`src/rtl/signature_byte_reader.sv`:
```
// Reads the serial signature ROM MSB-first and delivers it as bytes over a valid/ready handshake.
// The ROM position is re-synchronised through a registered restart pulse at every new readout.
module signature_byte_reader #(
  parameter int NUM_BYTES = 32,
  parameter int IDX_W     = 6
) (
  input  logic             clk,
  input  logic             reset,
  input  logic             start,
  input  logic             sig_q,
  output logic             sig_en,
  output logic             sig_restart,
  output logic [7:0]       byte_data,
  output logic             byte_valid,
  input  logic             byte_ready,
  output logic [IDX_W-1:0] byte_index,
  output logic             busy,
  output logic             done
);

  typedef enum logic [2:0] {
    IDLE    = 3'd0,
    RESTART = 3'd1,
    SHIFT   = 3'd2,
    HOLD    = 3'd3,
    DONE    = 3'd4
  } state_t;

  localparam logic [IDX_W-1:0] LAST_IDX = IDX_W'(NUM_BYTES - 1);
  localparam logic [IDX_W-1:0] IDX_ONE  = IDX_W'(1);

  state_t     state, state_n;
  logic [2:0] bit_cnt;
  logic [6:0] shreg;
  logic       last_byte;
  logic       accept;

  assign last_byte = (byte_index == LAST_IDX);
  assign accept    = (state == HOLD) && byte_ready;

  always_comb begin
    state_n = state;
    unique case (state)
      IDLE:    if (start) state_n = RESTART;
      RESTART: state_n = SHIFT;
      SHIFT:   if (bit_cnt == 3'd7) state_n = HOLD;
      HOLD:    if (byte_ready) state_n = last_byte ? DONE : SHIFT;
      DONE:    if (start) state_n = RESTART;
      default: state_n = IDLE;
    endcase
  end

  // ROM enable is asserted only while shifting, so a stalled consumer never costs a ROM bit.
  assign sig_en     = (state == SHIFT);
  assign byte_valid = (state == HOLD);
  assign busy       = (state == RESTART) || (state == SHIFT) || (state == HOLD);
  assign done       = (state == DONE);

  // sig_restart comes straight from a flop because it drives the ROM's asynchronous reset.
  always_ff @(posedge clk or negedge reset) begin
    if (!reset) begin
      state       <= IDLE;
      sig_restart <= 1'b0;
    end else begin
      state       <= state_n;
      sig_restart <= (state_n == RESTART);
    end
  end

  // sig_q is sampled on the same edge the ROM advances; no extra alignment stage.
  always_ff @(posedge clk or negedge reset) begin
    if (!reset) begin
      bit_cnt    <= 3'd0;
      shreg      <= 7'd0;
      byte_data  <= 8'd0;
      byte_index <= '0;
    end else begin
      unique case (state)
        RESTART: begin
          bit_cnt    <= 3'd0;
          shreg      <= 7'd0;
          byte_index <= '0;
        end
        SHIFT: begin
          shreg   <= {shreg[5:0], sig_q};
          bit_cnt <= bit_cnt + 3'd1;
          if (bit_cnt == 3'd7) byte_data <= {shreg, sig_q};
        end
        HOLD: begin
          if (accept && !last_byte) byte_index <= byte_index + IDX_ONE;
        end
        default: ;
      endcase
    end
  end

endmodule
```
`config.mk`:
```
export PLATFORM = sky130hd
export DESIGN_NAME = signature_byte_reader
export DESIGN_NICKNAME = d
export VERILOG_FILES = /design/src/rtl/signature_byte_reader.sv
export SDC_FILE = /design/constraint.sdc
export NUM_CORES = 1
export LEC_CHECK = 0
export ABC_AREA = 1
export CAP_MARGIN = 20
export CORE_UTILIZATION = 54
export DETAILED_ROUTE_END_ITERATION = 8
export GPL_TIMING_DRIVEN = 0
export PLACE_DENSITY = 0.82
export RECOVER_POWER = 100
export SYNTH_ARGS = -nofsm -noshare
export SYNTH_HDL_FRONTEND = slang
export SYNTH_SLANG_ARGS = --single-unit
```
`constraint.sdc`:
```
create_clock -name clk -period 2.15 [get_ports clk]
set_clock_uncertainty 0.1 [all_clocks]
set_input_delay 0.43 -clock clk [delete_from_list [all_inputs] [get_ports clk]]
set_output_delay 0.43 -clock clk [all_outputs]
set_load 0.01 [all_outputs]
```
Yosys cells after proc, flatten, opt, wreduce, memory -nomap -nowiden
Cells that the tools add are included.
{"block": "word_totals", "register_bits": 28, "input_bits": 5, "word_cells": 36}
{"block": "classes", "addsub": 2, "eq_ne": 8, "mux": 9, "reduce_logical": 11}
{"operator": "$pmux 7 s2", "n": 1}
{"operator": "$mux 3", "n": 4}
{"operator": "$pmux 3 s4", "n": 1}
{"operator": "$pmux 6 s2", "n": 1}
{"operator": "$add 6x1->6 const B", "n": 1}
{"operator": "$eq 3x1->1 const B", "n": 2}
{"operator": "$eq 3x2->1 const B", "n": 2}
{"operator": "$eq 3x3->1 const B", "n": 2}
{"operator": "$eq 6x5->1 const B", "n": 1}
{"operator": "$mux 6", "n": 1}
{"operator": "$pmux 3 s2", "n": 1}
{"operator": "$reduce_and 2->1", "n": 2}
{"operator": "$reduce_bool 2->1", "n": 2}
{"operator": "$add 3x1->3 const B", "n": 1}
{"operator": "$logic_not 3->1", "n": 1}
{"operator": "$logic_and 1x1->1", "n": 2}
{"operator": "$logic_or 1x1->1", "n": 2}
{"operator": "$ne 2x1->1 const B", "n": 1}
{"operator": "$reduce_or 2->1", "n": 1}
{"operator": "$logic_not 1->1", "n": 1}

Longest topological paths before layout
Gate-level depths: netlist (run 1).
{"block": "logic_depth", "depth_word": 5, "depth_mapped": 8, "mapped_depth_nobuf": 8}

Worst setup path after synthesis (run 1)
OpenSTA, ideal clock, no wires.
{"block": "synth_timing", "kind": "reg2reg", "from": "reg byte_index[0]", "to": "reg byte_index[4]", "setup_ns": 0.121, "arrival_time_ns": 1.173, "required_time_ns": 1.929, "setup_slack_ns": 0.756, "stages_incl_launch_ff": 9, "path_buffers": 0, "synth_period_minus_slack_ns": 1.394, "cell_sequence": "dfrtp_1 -> ha_1 -> inv_1 -> nor2_1 -> nand2_1 -> nand2_2 -> nand2_1 -> nand2_1 -> o21ai_1"}
{"block": "synth_between", "elab_chain_cells": 5}
{"element": "start, declared", "line": "16", "source": "output logic [IDX_W-1:0] byte_index,"}
{"element": "start signal, assigned", "line": "90", "source": "if (accept && !last_byte) byte_index <= byte_index + IDX_ONE;"}
{"element": "parallel branches: the longest is 5 deep, another holds $add 6x1->6"}
Several ways; the timed one is not identified. The select of a mux whose other input is x is not followed.
A chain may end at the register's enable or synchronous reset.

Final worst setup path (run 1)
{"block": "layout_timing", "from": "reg state[2]", "to": "out byte_valid"}
{"block": "layout_between", "elab_chain_cells": 1}
{"element": "start, declared", "line": "32", "source": "state_t state, state_n;"}
{"element": "start signal, assigned", "line": "65", "source": "state <= state_n;"}
{"element": "$eq 3x2->1", "line": "55", "source": "assign byte_valid = (state == HOLD);"}
{"element": "end, declared", "line": "14", "source": "output logic byte_valid,"}
Every way passes these cells.

==> results.md, run 1 <==
- The flow ran to the end, and the final reports show no timing, DRC or antenna violations.
- The clock drives 28 sinks.
- Ranked by total cell area, the synthesized netlist is headed by sky130_fd_sc_hd__dfrtp_1 54%, sky130_fd_sc_hd__nand2_1 6.9%, sky130_fd_sc_hd__o21ai_2 5.4%.
- The library cells used most frequently in the layout, excluding fill and tap cells, are 26 x sky130_fd_sc_hd__nand2_1, 26 x sky130_fd_sc_hd__dfrtp_1, 18 x sky130_fd_sc_hd__inv_1.
- VDD sags by at most 745 µV.
- The worst hold path belongs to the class in2async.
- The average via count per standard cell is 5.30.
- CTS placed an instance of sky130_fd_sc_hd__clkbuf_4 at the clock tree root.
- The level count of the clock H-tree is 1.
- Of the total power, the share spent switching nets is 37.1%.
- The clock tree from TritonCTS is done.
- The HPWL after detailed placement is 1970 µm.
- The die extent in x is 51.2 µm.
- After global routing the overflow that remains totals 0.
- The peak per-stage delay on the critical path is 0.53 ns.
- Once routing completed, OpenROAD measured the worst setup slack at 0.0763 ns.
- The storage element area is 703 µm².
- The cell-internal power is 1.19 mW.
- The analysis attributes to net switching a power of 705 µW.
- The detailed-routing iteration count for the pre-antenna-repair pass is 4.
- The worst slack after detailed placement is 0.245 ns.
- Once detail routing completed, the nets flagged for antenna violations numbered 0.
- The clock slew seen by the registers of the worst setup and hold paths is 0.15 ns.
- The largest individual stage delay along the critical path comes from the cell sky130_fd_sc_hd__clkdlybuf4s50_1.
- The count of standard-cell rows is 17.
- The wire length of the first global-routing pass is 4220 µm.
- In the final layout, the multi-input gates occupy 480 µm².
- Data on the critical path arrives at its endpoint at 1.54 ns.
- For the worst setup path, the data required time is 1.62 ns.
- The worst setup path is of the reg2out kind.
- The portion of total power attributed to sequential cells is 43.8%.
- During placement, the flow inserted port buffers numbering 23.
- In this run the count of I/O pins placed on the die edge is 24.
- The clock share of power is 13.2%.
- For this block, the via count after detailed routing is 1023.
- The via count of the first global-routing pass is 972.
- The tool flagged a number of max-cap violations equal to 0.
- The critical path goes through inv_2 -> nand3_4 -> inv_1 -> clkdlybuf4s50_1.
- In this run the biggest area consumer among cell types represents 53.6% of the synthesized area.
- The number of nets handed over by synthesis was 140.
- The post-synthesis area per instance is 9.90 µm².
- The die boundary height is 51.2 µm.
- The share of total power dissipated in combinational logic is 43.0%.
- The count of mapped cells out of synthesis is 132.
- The mapped cell area is 1310 µm².
- Setup repair after global routing left no endpoint under its margin.
- Of the cells placed in the final design, the portion with a size suffix greater than 1 is 13.3%.
- At the later pin of the worst-skew pair, clock insertion delay measures 0.31 ns.
- The area growth from synthesis to layout is 23.2%.
- For this configuration, the core starts out at a cell density of 57.9%.
- The number of clock buffers added by TritonCTS is 3.
- The count of inserted antenna diode cells is 0.
- The clock passes through at most 2 buffers.
- STA classifies the critical path startpoint as a flip-flop.
- The number of failing hold endpoints at the final stage came to 0.
- The endpoint type of the worst setup path is an output port.
- The largest net degree at the start of global routing is 22.
- Timing would allow up to 482 MHz.
- The portion of the clock cycle consumed by the worst path in the final layout is 96.5%.
- The critical-path maximum fanout is 5.
- The mean routed wirelength per cell is 13.6 µm.
- The minimum clock period after layout is 2.07 ns.
- The sequential cell area fraction in the yosys report is 53.6%.
- The sum of negative setup slack is 0 ns.
- The number of max-slew violations in the final report is 0.
- After filler insertion, the fill cell instance count of the layout stands at 192.
- The overall die area is 2620 µm².
- Of all cell types, the one taking the most synthesized area is sky130_fd_sc_hd__dfrtp_1.
- The initial DRC count is 14.
- For this run, design rule violations remaining after detail routing come to 0.
- The global-route usage over all layers is 22.1%.
- The synthesis-stage register bit count is 28.
- At the end of the flow, the number of nets in the layout was 174.
- The relative slew slack is 39.3%.
- The power density of the placed cells is 1180 nW/µm².
- Setup violations remaining at the end of the flow were counted as 0.
- The floorplan step defined a core boundary enclosing 2250 µm².
- At the end of routability-driven placement, the weighted congestion stood at 0.805.
- Synthesis instantiated 24 different standard cells from the library.
- For this block, the routed nets add up to 2620 µm of wire.
- For the pin with the worst max-slew slack, the measured transition is 0.910 ns.
- The leakage power summed over all cells is 0.817 nW.
- The initial antenna violation count is 0.
- For this run, the number of Yosys warnings is 0.
## final timing paths
| path | from | end | slack [ns] | cells past startpoint |
|---|---|---|---|---|
| setup / recovery | state[2] | byte_valid | 0.08 | 4 |
| hold / removal | reset | byte_data[7] | 0.33 | 1 |
| setup reg to reg | bit_cnt[0] | byte_data[3] | 0.30 | 5 |
| hold reg to reg | byte_data[4] | byte_data[4] | 0.39 | 2 |
| max in group asynchronous | reset | state[1] | 0.32 | 2 |
| min in group clk | byte_data[4] | byte_data[4] | 0.39 | 2 |
## worst max-delay path, delay by kind of cell, from the launching register on
| family | cells | cell delay (ns) |
|---|---|---|
| simple gates | 1 | 0.09 |
| buf+inv | 3 | 0.70 |
| flops | 1 | 0.43 |
## power groups by stage
stage          clock (mW)  sequential, mW  combinational (mW)
2_1_floorplan           0           0.850               0.519
3_3_place_gp            0           0.819               0.849
3_5_place_dp            0           0.836               0.898
4_1_cts             0.253           0.833               0.918
5_1_grt             0.271           0.852               0.911
6_report            0.251           0.832               0.816
## synthesized netlist by cell type
cell,n
sky130_fd_sc_hd__nand3b_1,1
sky130_fd_sc_hd__o22ai_1,7
sky130_fd_sc_hd__nand4_1,1
sky130_fd_sc_hd__o21ai_2,8
sky130_fd_sc_hd__nor3b_1,1
sky130_fd_sc_hd__nand2_2,2
sky130_fd_sc_hd__inv_1,17
sky130_fd_sc_hd__a21oi_1,1
sky130_fd_sc_hd__o21ai_0,3
sky130_fd_sc_hd__o21ai_1,1
sky130_fd_sc_hd__nand3_1,10
sky130_fd_sc_hd__dfrtp_1,28
sky130_fd_sc_hd__or2_2,1
sky130_fd_sc_hd__nor2_1,13
sky130_fd_sc_hd__nand3b_4,2
sky130_fd_sc_hd__inv_6,1
sky130_fd_sc_hd__ha_1,3
sky130_fd_sc_hd__nand2_8,1
sky130_fd_sc_hd__inv_2,2
sky130_fd_sc_hd__a22o_2,2
sky130_fd_sc_hd__nand2_4,1
sky130_fd_sc_hd__buf_12,1
sky130_fd_sc_hd__xor2_1,1
sky130_fd_sc_hd__nand2_1,24
## per-layer routing
metal  wire length, µm  vias to the layer above  track usage (%)
li1                  -                      501                -
met1              1070                      491             25.1
met2              1420                       25             42.3
met3                91                        6             3.27
met4                44                        0             6.02
met5                 0                        -                0
## per-stage QoR
| step | area [µm²] | total power [mW] | util, % | std cells | hold WS (ns) |
|---|---|---|---|---|---|
| after detailed placement | 1600 | 1.73 | 70.9 | 184 | 0.369 |
| after global placement | 1570 | 1.67 | 69.7 | 183 | 0.365 |
| after global routing | 1610 | 2.03 | 71.4 | 193 | 0.339 |
| final | 1610 | 1.90 | 71.4 | 193 | 0.332 |
| after CTS | 1670 | 2.00 | 73.9 | 191 | 0.325 |
| after floorplan | 1310 | 1.37 | - | 132 | 0.0344 |
## cell type report
class | instances | share of cell area [%]
flip-flops and latches | 28 | 43.7
multi-input cells | 83 | 29.9
repair buffers | 29 | 16.8
inverters | 20 | 4.98
clock buffers | 4 | 2.26
well taps | 28 | 2.18
plain buffers | 1 | 0.233
## registers in the layout, indices dropped and copies added (netlist names)
| name | flops |
|---|---|
| bit_cnt | 3 |
| byte_data | 8 |
| byte_index | 6 |
| shreg | 7 |
| sig_restart | 1 |
| state | 3 |
## timing repair
item / in CTS / in global routing
hold buffers: 0 / 0
setup buffers: 3 / 2
setup endpoints to repair: 3 / 1
gates resized for setup: 6 / 1
## cells by family (layout without fill, tap and decap cells)
logic type / count (synthesis) / count (layout) / share of synthesized area (%)
flip-flops: 28 / 28 / 53.6
buffers and inverters: 21 / 54 / 7.66
AND/OR/NAND/NOR: 57 / 57 / 23.0
adder cells (fa/ha/maj): 3 / 3 / 2.87
AO/OA/AOI/OAI: 22 / 22 / 12.2
XOR/XNOR: 1 / 1 / 0.671
Power figures use the tool's default switching activity.
==> run 2: changes to the inputs <==
--- a/config.mk
+++ b/config.mk
@@ -7,8 +7,10 @@
 export LEC_CHECK = 0
 export ABC_AREA = 1
 export CAP_MARGIN = 20
+export CORE_MARGIN = 8
 export CORE_UTILIZATION = 54
 export DETAILED_ROUTE_END_ITERATION = 8
+export GPL_ROUTABILITY_DRIVEN = 0
 export GPL_TIMING_DRIVEN = 0
 export PLACE_DENSITY = 0.82
 export RECOVER_POWER = 100
==> run 2 against run 1 <==
First-iteration DRC count rose to 5.0 times the previous value. Final cell count rose by 1.6%. Register-to-register slack got worse by 0.10 ns. Critical path type unchanged. Flip-flop and latch count unchanged. Largest cell class unchanged. Clock power grew 37%. Count of clock-buffer cells in the layout down 1. Combinational power increased by 3.8%. Total power increased by 5.5%.
==> results.md, run 2 (synthesized netlist as in run 1, its figures left out) <==
- The via count of the first global-routing pass came to 1059 (+9.0%).
- The half-perimeter wire length after placement is 1990 µm (+1.0%).
- The placed standard-cell area is 1600 µm² (+0.16%).
- The quantity of hold-fixing buffers added after cts came to 0 (unchanged).
- The worst vdd rail ir drop is 747 µV (+0.26%).
- The design area was 1620 µm² (+0.93%).
- The global-route usage over all layers is 13.8% (-8.4 points).
- The actual transition at the worst max-transition pin is 0.905 ns (-0.00522 ns).
- The number of design rule violations left after detail routing is 0 (unchanged).
- The worst-case hold slack is 0.320 ns (-0.0119 ns).
- The count of nets left with antenna violations after detail routing is 0 (unchanged).
- In this run the clock root is driven by a sky130_fd_sc_hd__clkbuf_4.
- The clock sink count is 28 (unchanged).
- The top achievable clock speed came to 486 MHz (+0.79%).
- The number of failing hold endpoints at the final stage was 0 (unchanged).
- The number of max-capacitance violations reported was 0 (unchanged).
- The wire length of the first global-routing pass was 4690 µm (+11%).
- The initial antenna violation count is 0 (unchanged).
- The initial DRC count was 70 (+56).
- The clock latency at the later pin of the worst-skew pair is 0.33 ns (+0.02 ns).
- The flow ran to the end, and the final reports show no timing, DRC or antenna violations.
- The count of standard-cell rows is 18 (+1).
- The required time at the endpoint of the critical path is 1.62 ns (about the same).
- The number of buffers inserted during clock tree synthesis is 3 (unchanged).
- The most flop-heavy register is byte_data.
- The count of inserted antenna diode cells is 0 (unchanged).
- The portion of the clock cycle consumed by the worst path in the final layout is 95.7% (-0.76 points).
- The overall die area is 4250 µm² (+62%).
- In this run the worst hold path is classified as in2async.
- The worst setup path is captured at an output port.
- The die boundary height is 65.2 µm (+27%).
- The number of placed instances, taps included is 186 (+1.1%).
- The kind of launch point of the worst setup path is a flip-flop.
- The area growth from synthesis to layout is 24.3%.
- The final non-filler cell total was 196 (+1.6%).
- The critical-path maximum fanout is 5 (unchanged).
- The top-level port count is 24 (unchanged).
- The largest registers in the layout are byte_data (8), shreg (7), byte_index (6).
- The number of flip-flops under the largest register name is 8 (unchanged).
- The sum of negative setup slack is 0 ns (unchanged).
- The starting density of the core was 54.7% (-3.2 points).
- The number of I/O port buffers came to 23 (unchanged).
- The critical path class is reg2out.
- The mean routed wirelength per cell is 13.8 µm (+1.9%).
- Setup repair after global routing left no endpoint under its margin.
- The top cell types in the final layout, fill and taps aside, are 26 x sky130_fd_sc_hd__nand2_1, 26 x sky130_fd_sc_hd__dfrtp_1, 18 x sky130_fd_sc_hd__inv_1.
- The number of nets in the finished design is 175 (+0.57%).
- The level count of the clock H-tree is 1 (unchanged).
- The minimum clock period after layout came to 2.06 ns (-0.0162 ns).
- The leakage power summed over all cells is 0.840 nW (+2.8%).
- The average via count per standard cell is 5.32 (+0.30%).
- The arrival time at the worst endpoint is 1.53 ns (about the same).
- The setup slack after layout was 0.0925 ns (+0.0162 ns).
- The maximum buffer depth of the clock tree was 2 (unchanged).
- The utilization after layout came to 68.0% (-3.3 points).
- The power density of the placed cells is 1230 nW/µm² (+4.5%).
- The largest net degree at the start of global routing came to 22 (unchanged).
- The worst slack after detailed placement was 0.249 ns (+0.00419 ns).
- The clock slew seen by the registers of the worst setup and hold paths is 0.15 ns (about the same).
- The fraction of layout cells with a size suffix above 1 is 13.3% (-0.080 points).
- The routed via count came to 1042 (+1.9%).
- The floorplan core area is 2390 µm² (+5.9%).
- The number of max-slew violations in the final report is 0 (unchanged).
- The total congestion overflow is 0 (unchanged).
- The detailed-routing iteration count for the pre-antenna-repair pass came to 5 (+1).
- The overall routed net length is 2710 µm (+3.5%).
- The relative slew slack came to 39.7% (+0.35 points).
- TritonCTS built the clock tree.
- The setup-violating endpoint count in the final report is 0 (unchanged).
- The total design power came to 2.00 mW (+5.5%).
- The die extent in x is 65.2 µm (+27%).
==> run 2: cell types whose count changed in the layout (fill, tap and decap cells not counted), sizes merged <==
| cell | before | now |
|---|---|---|
| buf | 2 | 4 |
| bufinv | 0 | 1 |
| clkbuf | 8 | 6 |
| clkdlybuf4s50 | 5 | 4 |
| dlymetal6s2s | 0 | 1 |
==> run 2: where the power goes <==
part           total [mW]  internal, mW  switching [mW]
logic               0.847         0.384           0.463
registers           0.813         0.707           0.106
clock network       0.344         0.189           0.155
==> run 2: worst paths after layout <==
kind	start	to	slack, ns	cells after the start
setup / recovery	state[0]	sig_en	0.09	3
hold / removal	reset	byte_index[3]	0.32	1
setup reg to reg	state[1]	bit_cnt[0]	0.20	7
hold reg to reg	byte_data[5]	byte_data[5]	0.40	2
max in group asynchronous	reset	state[1]	0.34	2
min in group clk	byte_data[5]	byte_data[5]	0.40	2
==> run 2: repair_timing <==
item	CTS	global route
gates resized for setup	6	1
endpoints found under the hold margin	0	0
endpoints found under the setup margin	3	1
setup buffers	5	1
==> run 2: layout make-up <==
class                           count  area, µm²
Timing Repair Buffer               30        284
Buffer                              1       3.75
Clock inverter                      1       30.0
Clock buffer                        3       22.5
Tap cell                           30       37.5
Inverter                           20       80.1
Fill cell                         185        763
Multi-Input combinational cell     83        463
Sequential cell                    28        703
==> run 2: layer usage <==
layer | wire length [µm] | GRT usage, % | share of wire (%)
met3 | 125 | 2.55 | 4.6
met2 | 1430 | 24.6 | 53
met1 | 1130 | 16.1 | 42
met4 | 31 | 4.63 | 1.1
met5 | 0 | 0 | 0
==> run 2: worst max-delay path: stages, from the launching register on <==
cell	delay [ns]
sky130_fd_sc_hd__dfrtp_2	0.49
sky130_fd_sc_hd__nand3b_1	0.30
sky130_fd_sc_hd__inv_6	0.14
sky130_fd_sc_hd__dlygate4sd2_1	0.27
==> run 3: changes to the inputs <==
--- a/config.mk
+++ b/config.mk
@@ -7,7 +7,7 @@
 export LEC_CHECK = 0
 export ABC_AREA = 1
 export CAP_MARGIN = 20
-export CORE_MARGIN = 8
+export CORE_MARGIN = 1.5
 export CORE_UTILIZATION = 54
 export DETAILED_ROUTE_END_ITERATION = 8
 export GPL_ROUTABILITY_DRIVEN = 0
==> run 3 against run 2 <==
First-iteration DRC count shrank 71%. Final cell count is 1.0% lower. Count of clock-buffer cells in the layout rose by 1. Routed wire length is 6.0% lower.
==> results.md, run 3 (synthesized netlist as in run 1, its figures left out) <==
- TritonCTS built the clock tree.
- The level count of the clock H-tree came to 1 (unchanged).
- The quantity of hold-fixing buffers added after cts came to 0 (unchanged).
- The count of inserted antenna diode cells was 0 (unchanged).
- The die extent in x is 52.2 µm (-20%).
- The top achievable clock speed is 500 MHz (+2.9%).
- The floorplan core area is 2250 µm² (-5.6%).
- The register with the most flip-flops in the final layout is byte_data.
- The total design power is 1.90 mW (-5.3%).
- The storage element area came to 702 µm² (-0.18%).
- The half-perimeter wire length after placement is 1800 µm (-9.4%).
- The endpoint of the worst register-to-register path is state[0].
- The final non-filler cell total is 194 (-1.0%).
- STA classifies the critical path endpoint as an output port.
- The startpoint identified for the worst register-to-register timing path is bit_cnt[0].
- The number of max-slew violations in the final report is 0 (unchanged).
- The number of I/O port buffers is 23 (unchanged).
- The setup-violating endpoint count in the final report is 0 (unchanged).
- In this run the worst setup path begins at byte_index[3].
- The count of standard-cell rows came to 17 (-1).
- The relative slew slack is 58.5% (+19 points).
- The leakage power summed over all cells is 0.846 nW (+0.72%).
- The number of flip-flops under the largest register name is 8 (unchanged).
- The starting density of the core is 57.9% (+3.2 points).
- The critical path class is reg2out.
- The die boundary height is 52.2 µm (-20%).
- The kind of launch point of the worst setup path is a flip-flop.
- The initial antenna violation count came to 0 (unchanged).
- The power density of the placed cells is 1160 nW/µm² (-5.6%).
- The worst vdd rail ir drop is 712 µV (-4.8%).
- The depth of the worst register-to-register path is 5 (-2).
- The critical-path maximum fanout was 6 (+1).
- The min-delay analysis places its worst path in the category in2async.
- The arrival time at the worst endpoint came to 1.47 ns (-0.06 ns).
- The required time at the endpoint of the critical path is 1.62 ns (about the same).
- Broken down by cell family, the worst path's largest delay share belongs to buffers and inverters.
- The average via count per standard cell was 5.21 (-2.1%).
- The portion of the clock cycle consumed by the worst path in the final layout is 93.0% (-2.7 points).
- The number of failing hold endpoints at the final stage is 0 (unchanged).
- The number of max-capacitance violations reported is 0 (unchanged).
- The reg2reg setup slack is 0.22 ns (+0.02 ns).
- The total congestion overflow is 0 (unchanged).
- The sum of negative setup slack is 0 ns (unchanged).
- The critical path capture point is byte_index[3].
- From synthesis to final layout, the design area changed by 24.7%.
- The overall die area is 2720 µm² (-36%).
- The clock sink count is 28 (unchanged).
- The routed via count is 1010 (-3.1%).
- The number of buffers and inverters on the critical path is 1 (-1).
- Leaving out fill and tap cells, the most frequent cells in the layout are 27 x sky130_fd_sc_hd__nand2_1, 27 x sky130_fd_sc_hd__dfrtp_1, 19 x sky130_fd_sc_hd__inv_1.
- Setup repair after global routing left no endpoint under its margin.
- The number of design rule violations left after detail routing is 0 (unchanged).
- The detailed-routing iteration count for the pre-antenna-repair pass is 5 (unchanged).
- The run finished with clean final reports.
- The peak per-stage delay on the critical path is 0.64 ns (+0.15 ns).
- The largest registers in the layout are byte_data (8), shreg (7), byte_index (6).
- The initial DRC count was 20 (-71%).
- The number of nets in the finished design came to 175 (unchanged).
- The top-level port count is 24 (unchanged).
- The maximum buffer depth of the clock tree is 2 (unchanged).
- The via count of the first global-routing pass came to 1035 (-2.3%).
- The overall routed net length is 2550 µm (-6.0%).
- The clock latency at the later pin of the worst-skew pair was 0.33 ns (about the same).
- The wire length of the first global-routing pass was 4240 µm (-9.4%).
- The clock slew seen by the registers of the worst setup and hold paths is 0.15 ns (about the same).
- The largest net degree at the start of global routing is 22 (unchanged).
- The number of placed instances, taps included came to 184 (-1.1%).
- The global-route usage over all layers is 21.3% (+7.6 points).
- The fraction of layout cells with a size suffix above 1 was 15.7% (+2.4 points).
- The mean routed wirelength per cell is 13.1 µm (-5.0%).
- The minimum clock period after layout was 2.00 ns (-0.0582 ns).
- The cell with the largest stage delay on the worst path is sky130_fd_sc_hd__dlygate4sd3_1.
- The filler cell count is 174 (-5.9%).
- The actual transition at the worst max-transition pin is 0.623 ns (-0.282 ns).
- The total stage count of the critical path is 1 (-2).
- The combined area of the multi-input logic cells was 482 µm² (+4.1%).
- The number of buffers inserted during clock tree synthesis is 3 (unchanged).
- The buffer type at the clock tree root is sky130_fd_sc_hd__clkbuf_4.
- The count of nets left with antenna violations after detail routing is 0 (unchanged).
- Traced cell by cell, the critical path runs through dlygate4sd3_1.
## run 3: cell count changes in the layout (fill, tap and decap cells not counted), sizes merged
cell	previous run	this run
dlymetal6s4s	1	0
clkbuf	6	7
clkdlybuf4s50	4	3
buf	4	5
bufinv	1	0
clkdlybuf4s25	0	1
## run 3: per-layer routing
| layer | global-route usage (%) | share of wire [%] | vias to the layer above |
|---|---|---|---|
| met5 | 0 | 0 | - |
| met2 | 39.9 | 52 | 26 |
| met4 | 9.83 | 1.1 | 0 |
| li1 | - | - | 498 |
| met1 | 24.1 | 43 | 482 |
| met3 | 2.29 | 3.8 | 4 |
## run 3: stage by stage
stage / hold slack [ns] / worst slack [ns] / utilization (%) / area (µm²)
after floorplan: 0.0344 / 0.756 / - / 1310
after global placement: 0.364 / 0.188 / 69.7 / 1570
after detailed placement: 0.368 / 0.251 / 70.9 / 1600
after CTS: 0.299 / 0.00587 / 74.5 / 1680
after global routing: 0.371 / 0.0633 / 72.3 / 1630
final: 0.360 / 0.151 / 72.3 / 1630
## run 3: where the power goes
part	internal, mW	total [mW]	leakage (nW)	switching [mW]
clock	0.104	0.259	0.0210	0.155
combinational	0.377	0.825	0.458	0.448
sequential	0.705	0.813	0.367	0.107
total	1.19	1.90	0.846	0.710
## run 3: worst min path at each step
| stage | slack, ns | startpoint | to | cells past startpoint |
|---|---|---|---|---|
| final | 0.36 | reset | byte_data[5] | 1 |
| after global routing | 0.37 | reset | shreg[6] | 1 |
| after CTS | 0.30 | reset | byte_data[7] | 1 |
| after detailed placement | 0.37 | byte_data[6] | byte_data[6] | 2 |
| after global placement | 0.36 | byte_data[5] | byte_data[5] | 2 |
| after floorplan | 0.03 | reset | bit_cnt[0] | 0 |
## run 3: repair_timing
action                     CTS  global route
buffers inserted             5             1
setup endpoints to repair    3             2
gates resized for setup      6             2
## run 3: area by class of cell
class,instances,area share [%]
sequential,28,43.1
multi-input combinational,83,29.6
timing repair buffer,30,18.1
inverter,20,4.61
clock buffer,4,2.23
tap,28,2.15
buffer,1,0.230
